==> src/rtl/tx_pkg.sv <==
// tx_pkg: shared definitions for the TX bit-serializer slice.
//   - default TOD counter widths and load/launch slot positions
//   - tx_state_e: serializer control states
package tx_pkg;

    localparam int TODH_W_DEF     = 21;
    localparam int TODL_W_DEF     = 11;
    localparam int LOAD_SLOT_DEF  = 400;
    localparam int START_SLOT_DEF = 512;

    typedef enum logic {
        IDLE  = 1'b0,
        SHIFT = 1'b1
    } tx_state_e;

endpackage

==> src/rtl/tx_chip_timer.sv <==
// tx_chip_timer: modulo-CHIP_CNT counter that paces one transmitted bit.
// Ports:
//   clk, rst    clock / synchronous active-high reset
//   clear       forces the count back to zero (burst launch)
//   enable      counts while high
//   first_chip  high on the first clock of a bit (count == 0, enabled)
//   last_chip   high on the last clock of a bit (count == CHIP_CNT-1, enabled)
module tx_chip_timer
    import tx_pkg::*;
#(
    parameter int CHIP_CNT = 20
) (
    input  logic clk,
    input  logic rst,
    input  logic clear,
    input  logic enable,
    output logic first_chip,
    output logic last_chip
);

    localparam int CW = (CHIP_CNT > 1) ? $clog2(CHIP_CNT) : 1;

    logic [CW-1:0] chip_cnt;

    assign first_chip = enable && (chip_cnt == '0);
    assign last_chip  = enable && (chip_cnt == CW'(CHIP_CNT - 1));

    always_ff @(posedge clk) begin
        if (rst || clear) begin
            chip_cnt <= '0;
        end else if (enable) begin
            chip_cnt <= last_chip ? '0 : chip_cnt + 1'b1;
        end
    end

endmodule

==> src/rtl/tx_bit_serializer.sv <==
// tx_bit_serializer: TOD-slotted bit serializer for the frequency-hopping TX path.
// Once per hop the word addressed by tod_h is captured at tod_l == LOAD_SLOT and,
// from tod_l == START_SLOT, shifted out on bit_out for exactly WORD_W bits of
// CHIP_CNT clocks each.
// Ports:
//   clk, rst       clock / synchronous active-high reset
//   tod_h, tod_l   hop index / clock count within hop
//   fh_num         number of valid hops (tod_h >= fh_num is silent)
//   tx_en          load/launch enable, looked at only on the two slots
//   msb_first      bit order, latched with the word
//   data_ram_addr  hop-data RAM address (tod_h low bits)
//   data_ram_data  hop-data RAM read data
//   bit_out        serial data, 0 outside a burst
//   bit_valid      high while bit_out carries a bit
//   bit_strobe     pulse on the first clock of each bit
//   data_reg       word captured this hop (unshifted)
//   data_reg_en    pulse on the cycle after a capture
//   busy           high while shifting
//   overrun        sticky: a slot arrived while shifting
module tx_bit_serializer
    import tx_pkg::*;
#(
    parameter int WORD_W     = 32,
    parameter int ADDR_W     = 10,
    parameter int TODH_W     = TODH_W_DEF,
    parameter int TODL_W     = TODL_W_DEF,
    parameter int CHIP_CNT   = 20,
    parameter int LOAD_SLOT  = LOAD_SLOT_DEF,
    parameter int START_SLOT = START_SLOT_DEF,
    parameter int RAM_LAT    = 1
) (
    input  logic              clk,
    input  logic              rst,
    input  logic [TODH_W-1:0] tod_h,
    input  logic [TODL_W-1:0] tod_l,
    input  logic [TODH_W-1:0] fh_num,
    input  logic              tx_en,
    input  logic              msb_first,
    output logic [ADDR_W-1:0] data_ram_addr,
    input  logic [WORD_W-1:0] data_ram_data,
    output logic              bit_out,
    output logic              bit_valid,
    output logic              bit_strobe,
    output logic [WORD_W-1:0] data_reg,
    output logic              data_reg_en,
    output logic              busy,
    output logic              overrun
);

    localparam int BCW = $clog2(WORD_W + 1);

    if (START_SLOT + WORD_W * CHIP_CNT > 2 ** TODL_W) begin : g_chk_burst_fits
        $error("burst does not fit in one hop");
    end
    if (LOAD_SLOT >= START_SLOT) begin : g_chk_slot_order
        $error("LOAD_SLOT must precede START_SLOT");
    end
    if (LOAD_SLOT < RAM_LAT) begin : g_chk_ram_lat
        $error("LOAD_SLOT earlier than RAM latency");
    end
    if (CHIP_CNT < 2) begin : g_chk_chip
        $error("CHIP_CNT must be at least 2");
    end

    tx_state_e         state, state_nxt;
    logic              hop_ok, at_load, at_start;
    logic              do_load, do_launch;
    logic              first_chip, last_chip, last_bit;
    logic              loaded, msb_lat;
    logic [WORD_W-1:0] shreg;
    logic [BCW-1:0]    bit_cnt;

    assign data_ram_addr = tod_h[ADDR_W-1:0];

    assign hop_ok    = (tod_h < fh_num) && tx_en;
    assign at_load   = (tod_l == TODL_W'(LOAD_SLOT));
    assign at_start  = (tod_l == TODL_W'(START_SLOT));
    assign do_load   = (state == IDLE) && at_load && hop_ok;
    assign do_launch = (state == IDLE) && at_start && hop_ok && loaded;
    assign last_bit  = (bit_cnt == BCW'(WORD_W - 1));

    tx_chip_timer #(
        .CHIP_CNT(CHIP_CNT)
    ) u_chip_timer (
        .clk       (clk),
        .rst       (rst),
        .clear     (do_launch),
        .enable    (state == SHIFT),
        .first_chip(first_chip),
        .last_chip (last_chip)
    );

    always_ff @(posedge clk) begin
        if (rst) begin
            state <= IDLE;
        end else begin
            state <= state_nxt;
        end
    end

    always_comb begin
        state_nxt = state;
        case (state)
            IDLE:    if (do_launch) state_nxt = SHIFT;
            SHIFT:   if (last_chip && last_bit) state_nxt = IDLE;
            default: state_nxt = IDLE;
        endcase
    end

    // Outputs are decoded from registered state, so a reset lands on them one
    // clock later without any extra gating.
    always_comb begin
        busy       = 1'b0;
        bit_valid  = 1'b0;
        bit_out    = 1'b0;
        bit_strobe = 1'b0;
        if (state == SHIFT) begin
            busy       = 1'b1;
            bit_valid  = 1'b1;
            bit_out    = msb_lat ? shreg[WORD_W-1] : shreg[0];
            bit_strobe = first_chip;
        end
    end

    always_ff @(posedge clk) begin
        if (rst) begin
            shreg       <= '0;
            data_reg    <= '0;
            data_reg_en <= 1'b0;
            loaded      <= 1'b0;
            msb_lat     <= 1'b0;
            bit_cnt     <= '0;
            overrun     <= 1'b0;
        end else begin
            data_reg_en <= do_load;
            if (do_load) begin
                data_reg <= data_ram_data;
                shreg    <= data_ram_data;
                msb_lat  <= msb_first;
                loaded   <= 1'b1;
            end
            if (do_launch) begin
                loaded  <= 1'b0;
                bit_cnt <= '0;
            end
            if (state == SHIFT) begin
                if (at_load || at_start) begin
                    overrun <= 1'b1;
                end
                if (last_chip) begin
                    bit_cnt <= bit_cnt + 1'b1;
                    shreg   <= msb_lat ? {shreg[WORD_W-2:0], 1'b0}
                                       : {1'b0, shreg[WORD_W-1:1]};
                end
            end
        end
    end

endmodule
==> config.mk <==
export PLATFORM = sky130hd
export DESIGN_NAME = tx_bit_serializer
export DESIGN_NICKNAME = d
export VERILOG_FILES = /design/src/rtl/tx_pkg.sv /design/src/rtl/tx_chip_timer.sv /design/src/rtl/tx_bit_serializer.sv
export SDC_FILE = /design/constraint.sdc
export NUM_CORES = 1
export LEC_CHECK = 0
export ABC_AREA = 1
export CORE_AREA = 2 2 99 101
export DETAILED_ROUTE_END_ITERATION = 10
export DIE_AREA = 0 0 101 103
export GPL_TIMING_DRIVEN = 0
export PLACE_DENSITY = 0.84
export SETUP_SLACK_MARGIN = 0.4
export SYNTH_ARGS = -nofsm -noshare
export SYNTH_HDL_FRONTEND = slang
export SYNTH_SLANG_ARGS = --single-unit
==> constraint.sdc <==
create_clock -name clk -period 4.45 [get_ports clk]
set_input_delay 0.6675 -clock clk [delete_from_list [all_inputs] [get_ports clk]]
set_output_delay 0.6675 -clock clk [all_outputs]
set_load 0.02 [all_outputs]
==> impl_metrics.yaml <==
critical_path:
  crit_required_ns: 3.78
  critical_path_class: "flip-flop to output port"
  critPathLaunchType: "flip-flop"
  crit_fanout: 10
  arrival_ns: 2.22
  cp-end-kind: "output port"
  r2r_cells: 8
grt:
  grt_pass1_vias: 4920
  antenna_found_initial: 0
  grt_use_total: 0.2573
  grt-ovfl-total: 0
  grt_max_degree: 15
  grt_pass1_wl_um: 21520
timing:
  final-hold-violation-count: 0
  drv_slew: 0
  finClkSkew_ns: 0.01319
  rsz0062_at_grt: "no"
  setup_violations: 0
  fin_crit_ns: 2.883
  fin_crit_sh: 0.6480
  worst_slew_pin_slew_ns: 0.8167
  whs_ns: 0.4630
  tns_ns: 0
  slew_headroom: 0.4555
  fmax_mhz: 346.8
cts:
  cts_resized: 0
  numClockSinks: 80
  post_cts_buffers: 0
  h-tree-depth: 3
  clkLatencyLatePin_ns: 0.36
  cts_tree: "yes"
  clkTransAtPathRegs_ns: 0.09
  cts_made_buffers: 9
  hold_buffers: 0
  cts_buffer_depth: 2
  cts_root_buf: "clkbuf_8"
floorplan:
  dieHeight_um: 103
  die_w_um: 101
  core_um2: 9459
  boundaryPins: 137
  dieArea_um2: 10400
  rows: 36
  initial_core_util: 0.4963
routing:
  drtIter0Drc: 235
  dr.pass1.iters: 5
  ant_nets: 0
  drt-total-wl_um: 12890
  wl_per_cell_um: 13.92
  dr_total_vias: 4846
  via_per_inst: 5.233
  drc: 0
status:
  status: "completed"
synth:
  syn_inst: 661
  synthesis.nets: 773
  synth_edf_count: 0
  synth_ff_type: "dfxtp_1"
  yosysSeqAreaShare: 0.3412
  ys_warn_count: 0
  async_flop_share: 0
  synth_area_um2: 4695
  syn_area_per_cell_um2: 7.102
  ys_ff_latch: 80
  yosysUniqueCellTypes: 32
power_and_ir_drop:
  ir_drop_uv: 170.2
  powerDensity_nw_per_um2: 237.0
  power_leakage_uw: 0.002926
  finalPower_uw: 1521
hold_path:
  hp-class: "flip-flop to flip-flop"
  holdPathStages: 2
finish:
  antenna_cells: 0
  num-nets-final: 919
  fill_cells: 821
  seq_area_um2: 1602
  multiInputGateArea_um2: 2472
  drive_above_1_share: 0.1244
  design_area_um2: 6417
  synthToLayoutAreaGrowth_pct: 36.70
placement:
  io_buffers: 135
  placed_area_um2: 6188
  hpwl_um: 9762
  place_congestion: 0.8793
job:
  cap_violations: 0
area by class of cell:
class / count / area share
sequential: 80 / 0.2496
buffer: 49 / 0.04582
clock inverter: 6 / 0.01423
inverter: 87 / 0.05089
tap: 114 / 0.02223
multi-input combinational: 445 / 0.3853
timing repair buffer: 135 / 0.2106
clock buffer: 10 / 0.02145
worst max-delay path, cell delays in order, from the launching register on:
cell             delay, ns
dfxtp_1               0.30
clkbuf_1              0.14
inv_1                 0.17
clkbuf_1              0.38
nor2_1                0.08
nor2_1                0.15
clkdlybuf4s50_1       0.62
worst paths after layout:
| check | start | endpoint | slack (ns) |
|---|---|---|---|
| worst max register to register | state$_SDFF_PP0_ | shreg[7]$_SDFF_PP0_ | 2.66 |
| worst max-delay path | msb_lat$_SDFFE_PP0N_ | bit_out | 1.57 |
| worst min register to register | loaded$_SDFFE_PP0N_ | loaded$_SDFFE_PP0N_ | 0.46 |
| worst min-delay path | loaded$_SDFFE_PP0N_ | loaded$_SDFFE_PP0N_ | 0.46 |
logic make-up (layout without fill, tap and decap cells):
kind of cell | Yosys count | after routing | synth area share
AOI/OAI and AO/OA | 113 | 113 | 0.1370
xor gates and xnor gates | 1 | 1 | 0.001866
adders and majority gates | 23 | 23 | 0.06130
buffers and inverters | 136 | 287 | 0.1322
DFF | 80 | 80 | 0.3412
and+or+nand+nor | 308 | 308 | 0.3265
synthesized netlist by cell type (2+ instances only):
cell type	instances	area [um2]
a21oi_2	20	175.2
nand2_2	4	25.02
clkbuf_1	15	56.30
o21ai_0	6	30.03
o21ai_1	2	10.01
nor2_4	3	33.78
a21oi_1	84	420.4
nand3_1	48	240.2
nand2_4	20	225.2
nor2_1	28	105.1
buf_12	2	40.04
ha_1	23	287.8
inv_1	84	315.3
nand3_2	2	20.02
inv_2	2	7.510
buf_4	14	105.1
nand2_1	159	596.8
nor3_1	4	20.02
buf_2	14	70.07
buf_1	3	11.26
dfxtp_1	80	1602
nand4_1	34	212.7
metal layers:
| layer | up-vias | GRT usage | wire, um |
|---|---|---|---|
| met3 | 30 | 0.05898 | 690 |
| met4 | 0 | 0.09356 | 354 |
| li1 | 2425 | - | - |
| met1 | 2243 | 0.2943 | 5283 |
| met2 | 148 | 0.4697 | 6561 |
| met5 | - | 0 | 0 |
through the flow:
stage | worst slack, ns | instances | utilization
3_3_place_gp | 1.680 | 910 | 0.6542
2_1_floorplan | 2.342 | 661 | -
5_1_grt | 1.406 | 926 | 0.6784
4_1_cts | 1.583 | 926 | 0.6784
3_5_place_dp | 1.619 | 910 | 0.6542
6_report | 1.567 | 926 | 0.6784
power by group:
part | internal (uW) | leakage, uW | switching (uW) | total (uW)
sequential | 715 | 0.000644 | 0.0636 | 715
clock | 334 | 0.000117 | 278 | 613
combinational | 110 | 0.00217 | 82.9 | 193
total | 1160 | 0.00293 | 361 | 1520
cells in the final DEF, fill, tap and decap left out, drive strengths merged:
master / n
a21o: 1
a21oi: 104
and2: 1
buf: 34
bufinv: 2
clkbuf: 25
clkdlybuf4s50: 135
clkinv: 4
dfxtp: 80
ha: 23
inv: 87
nand2: 183
nand3: 50
nand4: 35
nor2: 32
nor3: 4
nor3b: 1
nor4: 1
o21ai: 8
or2: 1
xnor2: 1
Power figures use the tool's default switching activity.
==> patch 1: new RTL, config.mk and constraints unchanged <==
`WORD_W`: 32 -> 16.
--- a/src/rtl/tx_bit_serializer.sv
+++ b/src/rtl/tx_bit_serializer.sv
@@ -21,5 +21,5 @@
     import tx_pkg::*;
 #(
-    parameter int WORD_W     = 32,
+    parameter int WORD_W     = 16,
     parameter int ADDR_W     = 10,
     parameter int TODH_W     = TODH_W_DEF,
Ports: changed (resized data_ram_data and data_reg); port bits go from 137 to 105. The function was not compared with the original's and may differ.
==> patch 1 against the original RTL <==
- hold slack lost 0.0051 ns
- sequential power decreased by 41%
- final area decreased by 34%
- sequential cell count decreased by 33
- wire length is 35% lower
- clock power shrank 53%
- setup slack worse by 0.037 ns
- area after synthesis down 37%
- first-iteration DRC count shrank 46%
- utilization down 23 points
- total power is 43% lower
- maximum frequency shrank 1.3%
- clock skew is 0.0063 ns lower
==> patch 1: results (changes against the original RTL) <==
Outcome
  – Status: completed

STA
  – Tmin final: 2.92 ns (+0.0372 ns)
  – Max-slew headroom: 66.9% (+21 points)
  – Setup Skew: 0.00687 ns (-0.00632 ns)
  – Min Hold Slack: 0.458 ns (-0.00513 ns)

Setup path
  – Setup slack, reg-to-reg: 2.60 ns (-0.06 ns)
  – RR Startpoint: u_chip_timer.chip_cnt[0]
  – R2R Path End: shreg[13]
  – CP arrival: 2.25 ns (+0.03 ns)
  – Register-to-Register Path Depth: 9 (+1)

Global routing
  – First-pass GRT wire length: 13,600 um (-37%)
  – Antenna violations before repair: 0 (unchanged)
  – Largest net degree at the start of global routing: 14 (-1)
  – Total track usage: 16.4% (-9.3 points)
  – Vias in the first global route: 3,030 (-38%)

Place
  – Final Wtd Congestion: 0.876 (-0.41%)
  – Place WS: 1.62 ns (+0.00614 ns)
  – HPWL reported at the end of detailed placement: 6710 um (-31%)
  – Post-DP Area: 4140 sq um (-33%)
  – Dpl cells: 651 (-28%)
  – Port Buffers: 104 (-23%)

Drt
  – Final wirelength: 8370 um (-35%)
  – Drt via density: 4.74 (-9.4%)
  – DRT iter0 DRCs: 128 (-46%)
  – DR pass1 iterations: 4 (-1)

Clock network
  – Num CTS Buffers: 5 (-4)
  – H-tree depth: 2 (-1)
  – Root buffer cell: clkbuf_8
  – Worst-Skew Late Latency: 0.31 ns (-0.05 ns)

Finish
  – Seq. cell area: 941 sq um (-41%)
  – Share of cells above drive strength 1: 7.89% (-4.5 points)
  – Fill cells: 939 (+14%)

Pwr
  – Clk power: 287 uW (-53%)
  – Lkg Pwr: 2.01 nW (-31%)
  – Flop pwr share: 48.5% (+1.5 points)
  – Internal power: 656 uW (-43%)
  – Maximum vdd drop: 0.000104 V (-39%)

Hold path
  – Worst hold path class: register to register

Logic synthesis
  – Top post-synthesis cells by area: dfxtp_1 32%, nand2_1 15%, ha_1 10%, a21oi_1 10%, inv_1 7.7%
  – Post-Syn Instances: 433 (-34%)
  – Synth warnings: 0 (unchanged)
  – Synth Area in Compound Gates: 11.4% (-2.3 points)
  – Synth Area in Adders: 10.2% (+4.0 points)
  – Mapped Nets: 530 (-31%)
  – Yosys cell types: 31 (-3.1%)
  – Sequential area share after synthesis: 31.8% (-2.3 points)
-- patch 1: cell count changes in the layout (fill, tap and decap cells not counted), moves of 23 or more --
cell             change
nand2_1             -43
dfxtp_1             -33
clkdlybuf4s50_1     -31
a21oi_1             -25
nand3_1             -24
inv_1               -23
-- patch 1: area by class of cell --
cell class / count / share of cell area [%]
Inverter: 65 / 5.81
Sequential cell: 47 / 22.2
Buffer: 28 / 4.49
Clock buffer: 8 / 2.36
Multi-Input combinational cell: 293 / 37.2
Timing Repair Buffer: 104 / 24.6
Tap cell: 114 / 3.36
-- patch 1: metal layers --
metal	track usage [%]	vias up	share of wire [%]
met2	29.1	81	51
met4	8.00	0	3.8
met5	0	-	0
met1	19.3	1422	41
li1	-	1598	-
met3	2.85	25	3.9
-- patch 1: worst min path at each step --
stage | to | depth (start not counted)
after floorplan | loaded | 2
after global placement | loaded | 2
after detailed placement | loaded | 2
after CTS | loaded | 2
after global routing | data_reg[9] | 2
final | loaded | 2
==> patch 2: new RTL, same flow settings <==
Made on the original files. The output `data_reg_en` loses its register stage (`data_reg_en` becomes a continuous assignment). Comments in the files are not updated.
--- a/src/rtl/tx_bit_serializer.sv
+++ b/src/rtl/tx_bit_serializer.sv
@@ -127,5 +127,4 @@
             shreg       <= '0;
             data_reg    <= '0;
-            data_reg_en <= 1'b0;
             loaded      <= 1'b0;
             msb_lat     <= 1'b0;
@@ -133,5 +132,4 @@
             overrun     <= 1'b0;
         end else begin
-            data_reg_en <= do_load;
             if (do_load) begin
                 data_reg <= data_ram_data;
@@ -157,3 +155,5 @@
     end
 
+    assign data_reg_en = do_load;
+
 endmodule
Function: changed (Yosys sat finds a counterexample within 4 cycles, from zero or initial values and one cycle with rst high).
==> patch 2 against the original RTL <==
- cell count unchanged
- sequential share of layout area about the same
- non-clock buffer count is 1 higher
- area after synthesis down 1.2%
- combinational power rose by 6%
- wire length is 2.2% lower
- sequential cell count shrank 1
- setup slack got worse by 0.86 ns
- hold slack lost 0.0051 ns
- utilization shrank 0.94 points
- final area fell by 1.4%
- total power is 4.9% lower
- maximum frequency is 23% lower
- largest power group unchanged
==> patch 2: results (changes against the original RTL) <==
Outcome
  – Status: completed

Finish
  – NumNets Final: 920 (+0.11%)
  – Share of cells above drive strength 1: 11.3% (-1.1 points)
  – Fill cells: 806 (-1.8%)
  – Diodes inserted: 0 (unchanged)

Clock network
  – Post-CTS setup buffers: 0 (unchanged)
  – CTS clk-pin slew, worst paths: 0.08 ns
  – Root buffer cell: clkbuf_8
  – Gates resized, CTS repair: 0 (unchanged)
  – Num CTS Buffers: 9 (unchanged)
  – Clk buf depth: 2 (unchanged)

Global routing
  – Total track usage: 24.9% (-0.85 points)
  – M2 GR Usage: 42.8% (-4.2 points)
  – First-pass GRT wire length: 20,900 um (-2.8%)
  – M1 GR Usage: 30.8% (+1.3 points)
  – Met3 Usage GRT: 4.75% (-1.2 points)
  – Vias in the first global route: 4,706 (-4.3%)
  – Largest net degree at the start of global routing: 13 (-2)

Drt
  – Met2 Routed Length: 6240 um (-4.8%)
  – DRT iter0 DRCs: 300 (+28%)
  – Met3 wire length: 636 um (-7.8%)
  – Metal-1 WL: 5370 um (+1.6%)
  – DR vias: 4,892 (+0.95%)
  – Final wirelength: 12,600 um (-2.2%)
  – DR WL/cell: 13.6 um (-2.2%)

Place
  – Final Wtd Congestion: 0.908 (+3.3%)
  – Place WS: 0.710 ns (-0.909 ns)
  – Post-DP Area: 6130 sq um (-0.91%)
  – HPWL reported at the end of detailed placement: 9700 um (-0.59%)
  – Dpl cells: 911 (+0.11%)

STA
  – Min Hold Slack: 0.458 ns (-0.00509 ns)
  – Final cycle utilization of the critical path: 84.1% (+19 points)
  – Worst-Margin Slew: 0.521 ns (-0.295 ns)
  – Setup Skew: 0.0123 ns (-0.000889 ns)

Setup path
  – CP Max Fanout: 7 (-3)
  – Worst setup endpoint: data_reg_en
  – R2R Path End: state
  – Critical-path top delay cell: clkdlybuf4s50_1
  – Register-to-Register Path Depth: 8 (unchanged)
  – Setup slack, reg-to-reg: 2.61 ns (-0.05 ns)
  – CP arrival: 3.07 ns (+0.85 ns)
  – Worst stage delay on the critical path: 0.60 ns (-0.02 ns)
  – Crit path from: fh_num[20]

Logic synthesis
  – Xor and xnor area share after synthesis: 0.189% (+0.0023 points)
  – Main synth FF type: dfxtp_1
  – Top post-synthesis cells by area: dfxtp_1 34%, nand2_1 15%, a21oi_1 11%, nand4_2 8.4%, inv_1 7.0%
  – Synth Area in Compound Gates: 12.6% (-1.1 points)
  – Yosys cell types: 32 (unchanged)
  – Mean post-synth cell area: 7.01 sq um (-1.3%)
  – EDFF count, synth: 0 (unchanged)
  – Sequential area share after synthesis: 34.1% (about the same)
  – Synth Area in Adders: 6.20% (+0.074 points)
  – Mapped Nets: 774 (+0.13%)
  – Synth cell count leaders: 183 x nand2_1, 105 x a21oi_1, 87 x inv_1

Pwr
  – Maximum vdd drop: 0.000165 V (-2.8%)
  – PD cells: 228 nW/um^2 (-3.6%)
  – Lkg Pwr: 2.91 nW (-0.41%)

Hold path
  – Worst hold path class: register to register

Run
  – Total of max-cap violations: 0 (unchanged)
-- patch 2: cell count changes after synthesis, sizes merged, moves of 2 or more --
cell,delta
nand3,-2
nor2,-3
nand2,+3
a21oi,+2
-- patch 2: power by group --
| group | switching, mW | internal, mW | total (mW) | leakage (nW) |
|---|---|---|---|---|
| Combinational | 0.0883 | 0.117 | 0.205 | 2.17 |
| Clock | 0.250 | 0.284 | 0.534 | 0.105 |
| Sequential | 0.0000497 | 0.706 | 0.706 | 0.636 |
| Total | 0.339 | 1.11 | 1.45 | 2.91 |
-- patch 2: cell type report --
type | instances | area [sq um] | area share (%)
multi-input cells | 446 | 2440 | 38.6
plain buffers | 50 | 290 | 4.59
clock buffers | 11 | 151 | 2.39
well taps | 114 | 143 | 2.25
flip-flops and latches | 79 | 1580 | 25.0
inverters | 87 | 327 | 5.16
repair buffers | 135 | 1350 | 21.4
clock inverters | 4 | 45.0 | 0.712
